$ cat src/rtl/sonido_pkg.sv
// sonido_pkg: game state codes, note codes and jingle ROM for the buzzer sequencer
package sonido_pkg;

    typedef enum logic [2:0] {G_OFF, G_WLCM, G_CH, G_GAME, G_WL, G_PA} game_t;

    localparam logic [2:0] N_SIL = 3'd0;
    localparam logic [2:0] N_FA  = 3'd1;
    localparam logic [2:0] N_RE  = 3'd2;
    localparam logic [2:0] N_SOL = 3'd3;
    localparam logic [2:0] N_DO  = 3'd4;
    localparam logic [2:0] N_SIB = 3'd5;

    typedef enum logic [1:0] {M_WLCM, M_WIN, M_LOSE} mel_t;

    typedef struct packed {
        logic [2:0] nota;
        logic [9:0] dur;
    } step_t;

    localparam step_t MEL_ROM [3][4] = '{
        '{'{N_DO,  10'd200}, '{N_FA,  10'd200}, '{N_SOL, 10'd200}, '{N_SIB, 10'd400}},
        '{'{N_SOL, 10'd150}, '{N_SIB, 10'd150}, '{N_DO,  10'd150}, '{N_SIB, 10'd400}},
        '{'{N_SOL, 10'd250}, '{N_FA,  10'd250}, '{N_RE,  10'd250}, '{N_DO,  10'd500}}
    };

    function automatic step_t rom_step(input mel_t m, input logic [1:0] s);
        return MEL_ROM[m][s];
    endfunction

endpackage

$ cat src/rtl/tick_gen_ms.sv
// tick_gen_ms: one-cycle tick every TICK_DIV clocks (1 ms at 27 MHz by default)
module tick_gen_ms #(
    parameter int TICK_DIV = 27000
) (
    input  logic clk,
    input  logic rst,
    output logic tick
);
    localparam int W = $clog2(TICK_DIV);

    logic [W-1:0] cnt;

    assign tick = cnt == W'(TICK_DIV - 1);

    // free-running divider, wraps on the tick
    always_ff @(posedge clk) cnt <= (rst || tick) ? '0 : cnt + 1'b1;

endmodule

$ cat src/rtl/melodia_seq.sv
// melodia_seq: plays game jingles as timed note steps; define MELODIA_KEYBEEP_EN to add the idle keypad beep
module melodia_seq
    import sonido_pkg::*;
#(
    parameter int TICK_DIV = 27000,
    parameter int BEEP_MS  = 100,
    parameter int GAP_MS   = 20
) (
    input  logic       clk,
    input  logic       rst,
    input  logic [2:0] presente,
    input  logic [1:0] W_or_L,
    input  logic       keypad_pressed,
    output logic [2:0] nota,
    output logic       busy,
    output logic       done
);
    typedef enum logic [2:0] {S_IDLE, S_NOTE, S_GAP, S_PAUSED, S_BEEP} st_t;

    st_t        state, state_n, ph, ph_n;
    mel_t       mel, mel_n, trig_mel;
    game_t      src;
    step_t      cur;
    logic [1:0] step, step_n;
    logic [9:0] ms, ms_n, ms_inc;
    logic [2:0] prev;
    logic       tick, trig, kp_edge, done_n;

    tick_gen_ms #(.TICK_DIV(TICK_DIV)) u_tick (.clk(clk), .rst(rst), .tick(tick));

`ifdef MELODIA_KEYBEEP_EN
    logic kp_prev;
    // keypad history for rising-edge detection
    always_ff @(posedge clk) kp_prev <= rst ? 1'b0 : keypad_pressed;
    assign kp_edge = keypad_pressed && !kp_prev;
`else
    logic unused_kp;
    assign unused_kp = keypad_pressed;
    assign kp_edge   = 1'b0;
`endif

    assign src      = mel == M_WLCM ? G_WLCM : G_WL;
    assign cur      = rom_step(mel, step);
    assign ms_inc   = ms + 10'd1;
    assign trig     = (presente == G_WLCM && prev != G_WLCM) ||
                      (presente == G_WL && prev != G_WL && (W_or_L == 2'b01 || W_or_L == 2'b10));
    assign trig_mel = presente == G_WLCM ? M_WLCM : W_or_L == 2'b01 ? M_WIN : M_LOSE;

    // state register plus step/ms datapath and previous-state history
    always_ff @(posedge clk) begin
        if (rst) begin
            state <= S_IDLE;
            ph    <= S_NOTE;
            mel   <= M_WLCM;
            step  <= '0;
            ms    <= '0;
            prev  <= G_OFF;
            done  <= 1'b0;
        end else begin
            state <= state_n;
            ph    <= ph_n;
            mel   <= mel_n;
            step  <= step_n;
            ms    <= ms_n;
            prev  <= presente;
            done  <= done_n;
        end
    end

    // next state: state changes take priority over the tick, triggers over keypad edges
    always_comb begin
        state_n = state;
        ph_n    = ph;
        mel_n   = mel;
        step_n  = step;
        ms_n    = ms;
        done_n  = 1'b0;
        case (state)
            S_IDLE, S_BEEP: begin
                if (trig) begin
                    state_n = S_NOTE;
                    mel_n   = trig_mel;
                    step_n  = '0;
                    ms_n    = '0;
                end else if (state == S_IDLE && kp_edge) begin
                    state_n = S_BEEP;
                    ms_n    = '0;
                end else if (state == S_BEEP && tick) begin
                    state_n = ms_inc == 10'(BEEP_MS) ? S_IDLE : S_BEEP;
                    ms_n    = ms_inc;
                end
            end
            S_NOTE, S_GAP: begin
                if (presente == G_PA) begin
                    state_n = S_PAUSED;
                    ph_n    = state;
                end else if (presente != src) begin
                    state_n = S_IDLE;
                end else if (tick && state == S_NOTE) begin
                    state_n = ms_inc == cur.dur ? S_GAP : S_NOTE;
                    ms_n    = ms_inc == cur.dur ? '0 : ms_inc;
                end else if (tick) begin
                    state_n = ms_inc != 10'(GAP_MS) ? S_GAP : step == 2'd3 ? S_IDLE : S_NOTE;
                    ms_n    = ms_inc == 10'(GAP_MS) ? '0 : ms_inc;
                    step_n  = ms_inc == 10'(GAP_MS) && step != 2'd3 ? step + 2'd1 : step;
                    done_n  = ms_inc == 10'(GAP_MS) && step == 2'd3;
                end
            end
            S_PAUSED: begin
                state_n = presente == src ? ph : presente != G_PA ? S_IDLE : S_PAUSED;
            end
            default: state_n = S_IDLE;
        endcase
    end

    // outputs decoded from the registered state
    always_comb begin
        nota = state == S_NOTE ? cur.nota : state == S_BEEP ? N_FA : N_SIL;
        busy = state != S_IDLE;
    end

endmodule

$ cat config.mk
export PLATFORM = sky130hd
export DESIGN_NAME = melodia_seq
export DESIGN_NICKNAME = d
export VERILOG_FILES = /design/src/rtl/sonido_pkg.sv /design/src/rtl/tick_gen_ms.sv /design/src/rtl/melodia_seq.sv
export SDC_FILE = /design/constraint.sdc
export NUM_CORES = 1
export LEC_CHECK = 0
export CAP_MARGIN = 20
export CORE_MARGIN = 10
export CORE_UTILIZATION = 40
export CTS_BUF_LIST = sky130_fd_sc_hd__clkbuf_4 sky130_fd_sc_hd__clkbuf_8
export DETAILED_ROUTE_END_ITERATION = 8
export MAX_ROUTING_LAYER = met4
export PLACE_DENSITY = 0.61
export SLEW_MARGIN = 10
export SYNTH_ARGS = -nofsm -noshare
export SYNTH_HDL_FRONTEND = slang
export SYNTH_SLANG_ARGS = --single-unit
$ cat constraint.sdc
create_clock -name clk -period 4.6 [get_ports clk]
set_input_delay 0.92 -clock clk [delete_from_list [all_inputs] [get_ports clk]]
set_output_delay 0.92 -clock clk [all_outputs]
set_load 0.02 [all_outputs]
==> metrics.txt <==
internal power 0.000530 W; worst r2r dst ms[2]$_SDFFE_PP0P_; reg-to-reg slack, setup 1190 ps; combinational cell fraction of total power 0.086; crit path kind reg2out; depth of the CTS H-tree 2; leakage power 1.04 nW; io pins 13; fin. max-slew vios 0; Max Root-Sink Buffers 2; Cells after Synth 362; CP bufs+invs 2; PD cells 226 mW/mm^2; total nets after synthesis 379; CP cell instances inv_1 -> ha_1 -> mux4_2 -> and3_1 -> a21oi_1 -> nor2_1 -> clkdlybuf4s50_1; IO buf count 11; CP Launch Type register; die height 104 um; dpl hpwl 4890 um; Tmin final 3460 ps; Final Skew 3.99 ps; fill count 723; Worst Setup EP nota[0]; Clock Sinks 39; Max Clk Rate 289 MHz; post-synth top area share 0.276; TritonCTS clock tree built; diode count 0; Overflow after GRT 0; Core Rows 30; Worst-Skew Late Latency 290 ps; Hold Crit Class reg2reg; vias 2619; CTS Root Cell clkbuf_8; period utilisation layout 0.753; die span in x 104 um; Core Box Area 0.00683 mm^2; share of cells above drive strength 1 0.0882; WP depth 7; RSZ-0062 raised after global routing no; Final setup viols 0; Pwr Total 0.000700 W; R2R cell count 9; crit path DAT 2540 ps; GRT Overall Usage 0.125; # resized after CTS 0; vias in the first global route 2434; Peak VDD IR 0.000145 V; Critical Path Sink Type output port; area grow syn2layout 9.41%; routability-driven placement congestion ratio 0.876; Least-Margin Pin Slew 830 ps; post-synth cell types 70; WL final 6740 um; first-pass GRT wire length 11600 um; syn avg cell area 7.82 um^2; critical path's largest stage delay 540 ps; clock-pin slew on the worst setup and hold paths 80 ps; Synth async-reset ratio 0; die area 0.0108 mm^2; cell taking the most area after synthesis dfxtp_1; DP Cell Count 451; Seq/Total Area, Yosys 0.276; CP max FO 8; Vias/cell 5.71; Post-synth EDFFs 0; total negative setup slack 0 ps; sequential group share of total power 0.497; First DRT Iteration DRCs 153; final hold viol count 0; MaxCap Viol Count 0; Synth Register Bits 39; status completed; Sw Ratio 0.242; Layout Nets 379; Netlist Area Pre-Place 0.00283 mm^2; Critical Path RT 3680 ps; Area contributors post-synth dfxtp_1 (28%), nor2_1 (5.2%), a21oi_1 (4.6%); DRC 0; Worst Setup SP mel[0]$_SDFFE_PP0P_; drt wl/cell 14.7 um; Starting Density 0.414; drt first pass iters 4; worst r2r src mel[0]$_SDFFE_PP0P_; Yosys Warn Count 0; postcts setup bufs 0; Hold Path Cell Cnt 1; largest net degree at the start of global routing 22; Main synth FF type dfxtp_1; Psw 0.000169 W; cts bufs inserted 5; Top delay family on crit path buffers and inverters; fin cells 459; initial antenna violation count 0; Clk network pwr share 0.417; Worst slew margin 0.445; Final ANT Viol Nets 0; CP max-delay cell clkdlybuf4s50_1; Hold Buf Count CTS 0
[routing by layer]
| layer | wire length (um) | track usage | up-vias |
|---|---|---|---|
| li1 | - | - | 1332 |
| met1 | 3310 | 0.167 | 1235 |
| met2 | 3090 | 0.190 | 44 |
| met3 | 264 | 0.0198 | 8 |
| met4 | 75 | 0.0358 | 0 |
| met5 | 0 | - | - |
[how the worst min path moves through the flow]
stage	start	end	slack, ps
2_1_floorplan	ph[1]$_SDFFE_PP0P_	ph[1]$_SDFFE_PP0P_	440
3_3_place_gp	ph[1]$_SDFFE_PP0P_	ph[1]$_SDFFE_PP0P_	450
3_5_place_dp	ph[1]$_SDFFE_PP0P_	ph[1]$_SDFFE_PP0P_	460
4_1_cts	ph[1]$_SDFFE_PP0P_	ph[1]$_SDFFE_PP0P_	480
5_1_grt	ph[2]$_SDFFE_PP0P_	ph[2]$_SDFFE_PP0P_	500
6_report	ph[1]$_SDFFE_PP0P_	ph[1]$_SDFFE_PP0P_	470
[sequential cells by signal, indices dropped and copies added (netlist names)]
register / flops
done: 1
step: 2
u_tick.cnt: 15
prev: 3
state: 3
ph: 3
mel: 2
ms: 10
[cells by family (layout without fill, tap and decap cells)]
family / count (synthesis) / in the layout / share of synthesized area
flops: 39 / 39 / 0.276
buf+inv: 38 / 39 / 0.0588
simple gates: 156 / 156 / 0.306
compound gates: 93 / 93 / 0.228
fa+ha+maj: 9 / 9 / 0.0398
xor+xnor: 20 / 20 / 0.0619
mux: 7 / 7 / 0.0305
[synth_stat cells (all sizes together), types with 4 or more instances]
library cell	instances
a2111oi	5
a211oi	5
a21oi	26
a31oi	14
and3	4
buf	11
clkbuf	11
dfxtp	39
ha	9
inv	16
nand2	29
nand2b	8
nand3	11
nand3b	5
nand4	14
nand4b	4
nor2	39
nor2b	4
nor4	4
o21ai	16
or2	6
or3	5
xnor2	8
xor2	12
[stage by stage]
step	utilization	setup slack, ps	hold WS, ps	area, um^2
final	0.453	1140	472	3100
after global routing	0.453	817	501	3100
after floorplan	-	1680	441	2830
after global placement	0.437	971	454	2990
after detailed placement	0.437	951	456	2990
after CTS	0.453	1140	476	3100
[power groups by stage]
stage          logic (W)  registers (W)  clock network, W
3_3_place_gp   0.0000595       0.000356                 0
6_report       0.0000604       0.000348          0.000291
2_1_floorplan  0.0000434       0.000353                 0
5_1_grt        0.0000680       0.000349          0.000310
4_1_cts        0.0000604       0.000348          0.000301
3_5_place_dp   0.0000599       0.000356                 0
[area by class of cell]
class	instances	area, um^2	area share
multi-input cells	285	1880	0.608
flip-flops and latches	39	781	0.252
repair buffers	15	140	0.0452
well taps	96	120	0.0388
clock buffers	5	68.8	0.0222
inverters	16	60.1	0.0194
clock inverters	3	43.8	0.0141
[cell usage in the layout (no fill, tap or decap), types with 3 or more instances in the layout]
cell	n
nor4_1	3
nor3_1	3
nand4_1	14
a311oi_1	3
nand3_1	10
nor2_1	39
nor2b_1	4
ha_1	9
clkbuf_8	5
and2_1	3
and3_1	4
nand3b_1	5
nand2_1	29
nand2b_1	8
xor2_1	12
mux2i_1	3
a2111oi_0	4
a31oi_1	14
inv_1	16
nand4b_1	4
mux2_2	3
dfxtp_1	39
or2_2	6
nor4b_1	3
nor3b_1	3
a21oi_1	26
a211oi_1	4
buf_4	4
xnor2_1	8
clkdlybuf4s50_1	11
or3_1	5
o21ai_0	16
Power figures use the tool's default switching activity.
